==> src/rtl/data_mem_arbiter.sv <==
// Two-port arbiter for the single-port data memory: CPU first, with a
// bounded wait so the debug/DMA port cannot starve.
module data_mem_arbiter #(
  parameter int ADDR_W       = 16,
  parameter int DATA_W       = 16,
  parameter int DBG_MAX_WAIT = 4,
  parameter int WAIT_W       = 3
) (
  input  logic              clk,
  input  logic              reset_n,
  input  logic              cpu_req,
  input  logic              cpu_we,
  input  logic [ADDR_W-1:0] cpu_addr,
  input  logic [DATA_W-1:0] cpu_wdata,
  output logic              cpu_gnt,
  output logic              cpu_stall,
  output logic              cpu_rvalid,
  output logic [DATA_W-1:0] cpu_rdata,
  input  logic              dbg_req,
  input  logic              dbg_we,
  input  logic [ADDR_W-1:0] dbg_addr,
  input  logic [DATA_W-1:0] dbg_wdata,
  output logic              dbg_gnt,
  output logic              dbg_rvalid,
  output logic [DATA_W-1:0] dbg_rdata,
  output logic [ADDR_W-1:0] mem_addr,
  output logic [DATA_W-1:0] mem_wdata,
  output logic              mem_write_en,
  output logic              mem_read,
  input  logic [DATA_W-1:0] mem_read_data
);

  typedef enum logic [1:0] {
    IDLE     = 2'd0,
    CPU_XFER = 2'd1,
    DBG_XFER = 2'd2
  } state_e;

  localparam logic [WAIT_W-1:0] WAIT_SAT = '1;
  localparam logic [WAIT_W-1:0] WAIT_LIM = WAIT_W'(DBG_MAX_WAIT);

  state_e            state_q, state_d;
  logic [WAIT_W-1:0] wait_q, wait_d;
  logic              cpu_rvalid_q, cpu_rvalid_d;
  logic              dbg_rvalid_q, dbg_rvalid_d;
  logic [DATA_W-1:0] cpu_rdata_q, cpu_rdata_d;
  logic [DATA_W-1:0] dbg_rdata_q, dbg_rdata_d;

  always_comb begin
    state_d = state_q;
    wait_d  = wait_q;
    unique case (state_q)
      IDLE: begin
        if (dbg_req && (!cpu_req || wait_q >= WAIT_LIM)) begin
          state_d = DBG_XFER;
          wait_d  = '0;
        end else if (cpu_req) begin
          state_d = CPU_XFER;
          // each contested loss brings debug closer to a forced win
          if (dbg_req && wait_q != WAIT_SAT) begin
            wait_d = wait_q + WAIT_W'(1);
          end
        end
      end
      default: state_d = IDLE;
    endcase
  end

  always_comb begin
    cpu_gnt      = 1'b0;
    dbg_gnt      = 1'b0;
    mem_addr     = '0;
    mem_wdata    = '0;
    mem_write_en = 1'b0;
    mem_read     = 1'b0;
    unique case (1'b1)
      (state_q == CPU_XFER): begin
        cpu_gnt      = 1'b1;
        mem_addr     = cpu_addr;
        mem_wdata    = cpu_wdata;
        mem_write_en = cpu_we;
        mem_read     = ~cpu_we;
      end
      (state_q == DBG_XFER): begin
        dbg_gnt      = 1'b1;
        mem_addr     = dbg_addr;
        mem_wdata    = dbg_wdata;
        mem_write_en = dbg_we;
        mem_read     = ~dbg_we;
      end
      default: ;
    endcase
  end

  always_comb begin
    cpu_rvalid_d = cpu_gnt & ~cpu_we;
    dbg_rvalid_d = dbg_gnt & ~dbg_we;
    cpu_rdata_d  = cpu_rvalid_d ? mem_read_data : cpu_rdata_q;
    dbg_rdata_d  = dbg_rvalid_d ? mem_read_data : dbg_rdata_q;
  end

  always_ff @(posedge clk or negedge reset_n) begin
    if (!reset_n) begin
      state_q      <= IDLE;
      wait_q       <= '0;
      cpu_rvalid_q <= 1'b0;
      dbg_rvalid_q <= 1'b0;
      cpu_rdata_q  <= '0;
      dbg_rdata_q  <= '0;
    end else begin
      state_q      <= state_d;
      wait_q       <= wait_d;
      cpu_rvalid_q <= cpu_rvalid_d;
      dbg_rvalid_q <= dbg_rvalid_d;
      cpu_rdata_q  <= cpu_rdata_d;
      dbg_rdata_q  <= dbg_rdata_d;
    end
  end

  assign cpu_stall  = cpu_req & ~cpu_gnt;
  assign cpu_rvalid = cpu_rvalid_q;
  assign dbg_rvalid = dbg_rvalid_q;
  assign cpu_rdata  = cpu_rdata_q;
  assign dbg_rdata  = dbg_rdata_q;

endmodule
==> config.mk <==
export PLATFORM = sky130hd
export DESIGN_NAME = data_mem_arbiter
export DESIGN_NICKNAME = d
export VERILOG_FILES = /design/src/rtl/data_mem_arbiter.sv
export SDC_FILE = /design/constraint.sdc
export NUM_CORES = 1
export LEC_CHECK = 0
export BUFFER_PORTS_ARGS = -buffer_cell sky130_fd_sc_hd__buf_2
export CORE_AREA = 2 2 81 76
export DETAILED_ROUTE_END_ITERATION = 7
export DIE_AREA = 0 0 83 78
export GPL_ROUTABILITY_DRIVEN = 0
export PLACE_DENSITY = 0.88
export SLEW_MARGIN = 40
export SYNTH_ARGS = -nofsm -noshare
export SYNTH_HDL_FRONTEND = slang
export SYNTH_SLANG_ARGS = --single-unit
==> constraint.sdc <==
create_clock -name clk -period 2 [get_ports clk]
set_input_delay 0.3 -clock clk [delete_from_list [all_inputs] [get_ports clk]]
set_output_delay 0.3 -clock clk [all_outputs]
set_load 0.05 [all_outputs]
==> metrics.md <==
| Metric | Value |
|---|---|
| Area of the multi-input gates | `1550 um2` |
| Via count | `2114` |
| Synthesized net count | `276` |
| Non-Filler Instances | `417` |
| Power density cells | `1930 nW/um2` |
| Vias in the first global route | `2038` |
| Fin. max-slew vios | `0` |
| CTS root buf | `clkbuf_8` |
| Slowest cell on crit path | `dfrtp_1` |
| Peak supply drop | `1.26 mV` |
| Synth top area cells | `dfrtp_1 (44%), mux2_4 (11%), a22oi_1 (11%)` |
| Port bufs | `156` |
| Most common cell after layout, fill and taps aside | `buf_2` |
| Tcrit/Tclk final | `98.3%` |
| Synthesized area | `2240 um2` |
| Nets | `437` |
| Die area | `6470 um2` |
| # diodes | `0` |
| Area grow syn2layout | `72.1%` |
| All-Layer GR Usage | `19.5%` |
| Netlist cell types | `27` |
| Core Rows | `26` |
| Outcome | `finished, final reports clean` |
| Vias per inst | `5.07` |
| Cell family with most CP delay | `buffers and inverters` |
| Worst path max stage delay | `430 ps` |
| Drt wl/cell | `16.6 um` |
| Sequential cell area fraction in the yosys report | `43.6%` |
| Register area | `976 um2` |
| Final wirelength | `6.90 mm` |
| Worst hold slack | `257 ps` |
| Initial Util | `40.2%` |
| Die width | `83 um` |
| Core ar. | `5560 um2` |
| Max Buffers Root-to-Sink | `2` |
| Pin count of the biggest net entering global routing | `35` |
| Share of cells above drive strength 1 | `81.3%` |
| Io pins | `157` |
| First-pass GRT wire length | `10.2 mm` |
| Avg Cell Area, Syn | `12.1 um2` |
| CP Max Fanout | `9` |
| Final min period | `1970 ps` |
| Synth warnings | `0` |
| CP Data Required Time | `1700 ps` |
| Worst Skew | `5.30 ps` |
| Drt drc | `0` |
| Detailed Place HPWL | `4.75 mm` |
| CP Launch Type | `register` |
| Hold Crit Class | `in -> reg` |
| Filler instances | `387` |
| Final hold vios | `0` |
| Crit Path Class | `reg -> out` |
| Final ANT Viol Nets | `0` |
| H-tree levels | `2` |
| Gr ovfl total | `0` |
| Post-synthesis register bit count | `39` |
| Setup tns final | `0 ps` |
| Leakage | `1.86 nW` |
| Most frequent cells in the layout | `buf_2 (122), dfrtp_1 (39), buf_4 (32)` |
| CP endpoint kind | `output port` |
| Final setup fails | `0` |
| Maxcap violations | `0` |
| Initial antenna violation count | `0` |
| WP buf/inv | `3` |
| CTS clock-pin slew for the worst setup and hold paths | `80 ps` |
| Post-Synthesis Cells | `185` |
| Num CTS Buffers | `5` |
| Peak Freq | `509 MHz` |
| Critical path arrival | `1670 ps` |
| Crit-path cells | `inv_2, ha_4, clkbuf_16, a22oi_2, nor2b_4, buf_4` |
| Least-Margin Pin Slew | `401 ps` |
| Relative slew slack | `73.3%` |
| Chip height | `78 um` |
| Placed Cells | `403` |
| CTS tree | `done` |
| Post-synth top area share | `43.6%` |
| Sink Count | `39` |
| Drt first pass iters | `4` |
| Biggest area consumer among synthesized cells | `dfrtp_1` |
| Design Power | `7.43 mW` |
| DRT iter0 DRCs | `45` |
| Clk Latency, worst-skew pair | `290 ps` |
## power breakdown
part	switching, mW	internal [mW]	leakage (nW)
registers	0.208	1.16	0.474
clock network	0.269	0.499	0.0654
logic	3.24	2.05	1.32
## per-stage QoR
stage	cell area [um2]	utilization, %	setup WS [ps]
2_1_floorplan	2480	-	16.7
6_report	3850	69.2	34.3
3_5_place_dp	3310	59.6	227
4_1_cts	3540	63.6	3.52
5_1_grt	3850	69.2	-45.5
3_3_place_gp	3310	59.6	275
## sequential cells by signal (all words and copies together), names as in the netlist
| name | cells |
|---|---|
| dbg_rdata | 16 |
| wait_q | 3 |
| cpu_rdata | 16 |
| dbg_rvalid | 1 |
| state_q | 2 |
| cpu_rvalid | 1 |
## what timing repair did
item	4_1_cts	5_1_grt
setup endpoints to repair	30	34
resized for setup	32	53
cloned	0	3
hold buffers	1	0
endpoints found under the hold margin	17	0
setup buffers	0	2
## cell families after synthesis
logic type                 count (synthesis)  synth area share [%]
buffers and inverters                     20                  6.21
and+or+nand+nor                           46                  13.7
AOI/OAI and AO/OA                         43                  14.7
DFF                                       39                  43.6
adders and majority gates                  5                  2.80
muxes                                     32                  19.0
## per-layer routing
layer,global-route usage [%],up-vias,wire length [um]
li1,-,988,-
met1,23.5,1013,2670
met2,34.8,104,3680
met3,4.57,9,475
met4,5.90,0,81
met5,0,-,0
## path summary, 6_finish.rpt
path	startpoint	end	slack, ps	depth (start not counted)
max in group asynchronous	reset_n	dbg_rdata[10]	990	3
setup reg to reg	state_q[0]	dbg_rdata[4]	160	7
hold / removal	mem_read_data[3]	cpu_rdata[3]	260	2
setup / recovery	state_q[0]	mem_addr[2]	30	6
hold reg to reg	dbg_rdata[5]	dbg_rdata[5]	500	1
min in group asynchronous	reset_n	dbg_rdata[8]	480	2
## final cells by class
| class | instances | share of cell area (%) |
|---|---|---|
| sequential | 39 | 25.4 |
| clock inverter | 2 | 1.56 |
| clock buffer | 6 | 1.89 |
| timing repair buffer | 170 | 28.2 |
| inverter | 4 | 0.455 |
| multi-input combinational | 126 | 40.3 |
| tap | 70 | 2.28 |
## synth_stat cells
cell,instances
o21bai_1,1
inv_1,3
a22oi_1,33
clkbuf_1,4
o21a_1,1
nand2_1,2
nand2b_2,1
o2bb2ai_1,1
buf_8,1
nand2b_1,1
mux2_4,17
a21bo_2,2
a21boi_0,3
buf_12,1
buf_4,1
buf_2,6
or3b_1,1
o211ai_1,2
ha_1,5
dfrtp_1,39
nand4b_1,3
inv_4,1
mux2_2,15
nand2b_4,1
nand3b_1,2
buf_6,3
nor2b_1,35
(Power assumes the default switching activity.)
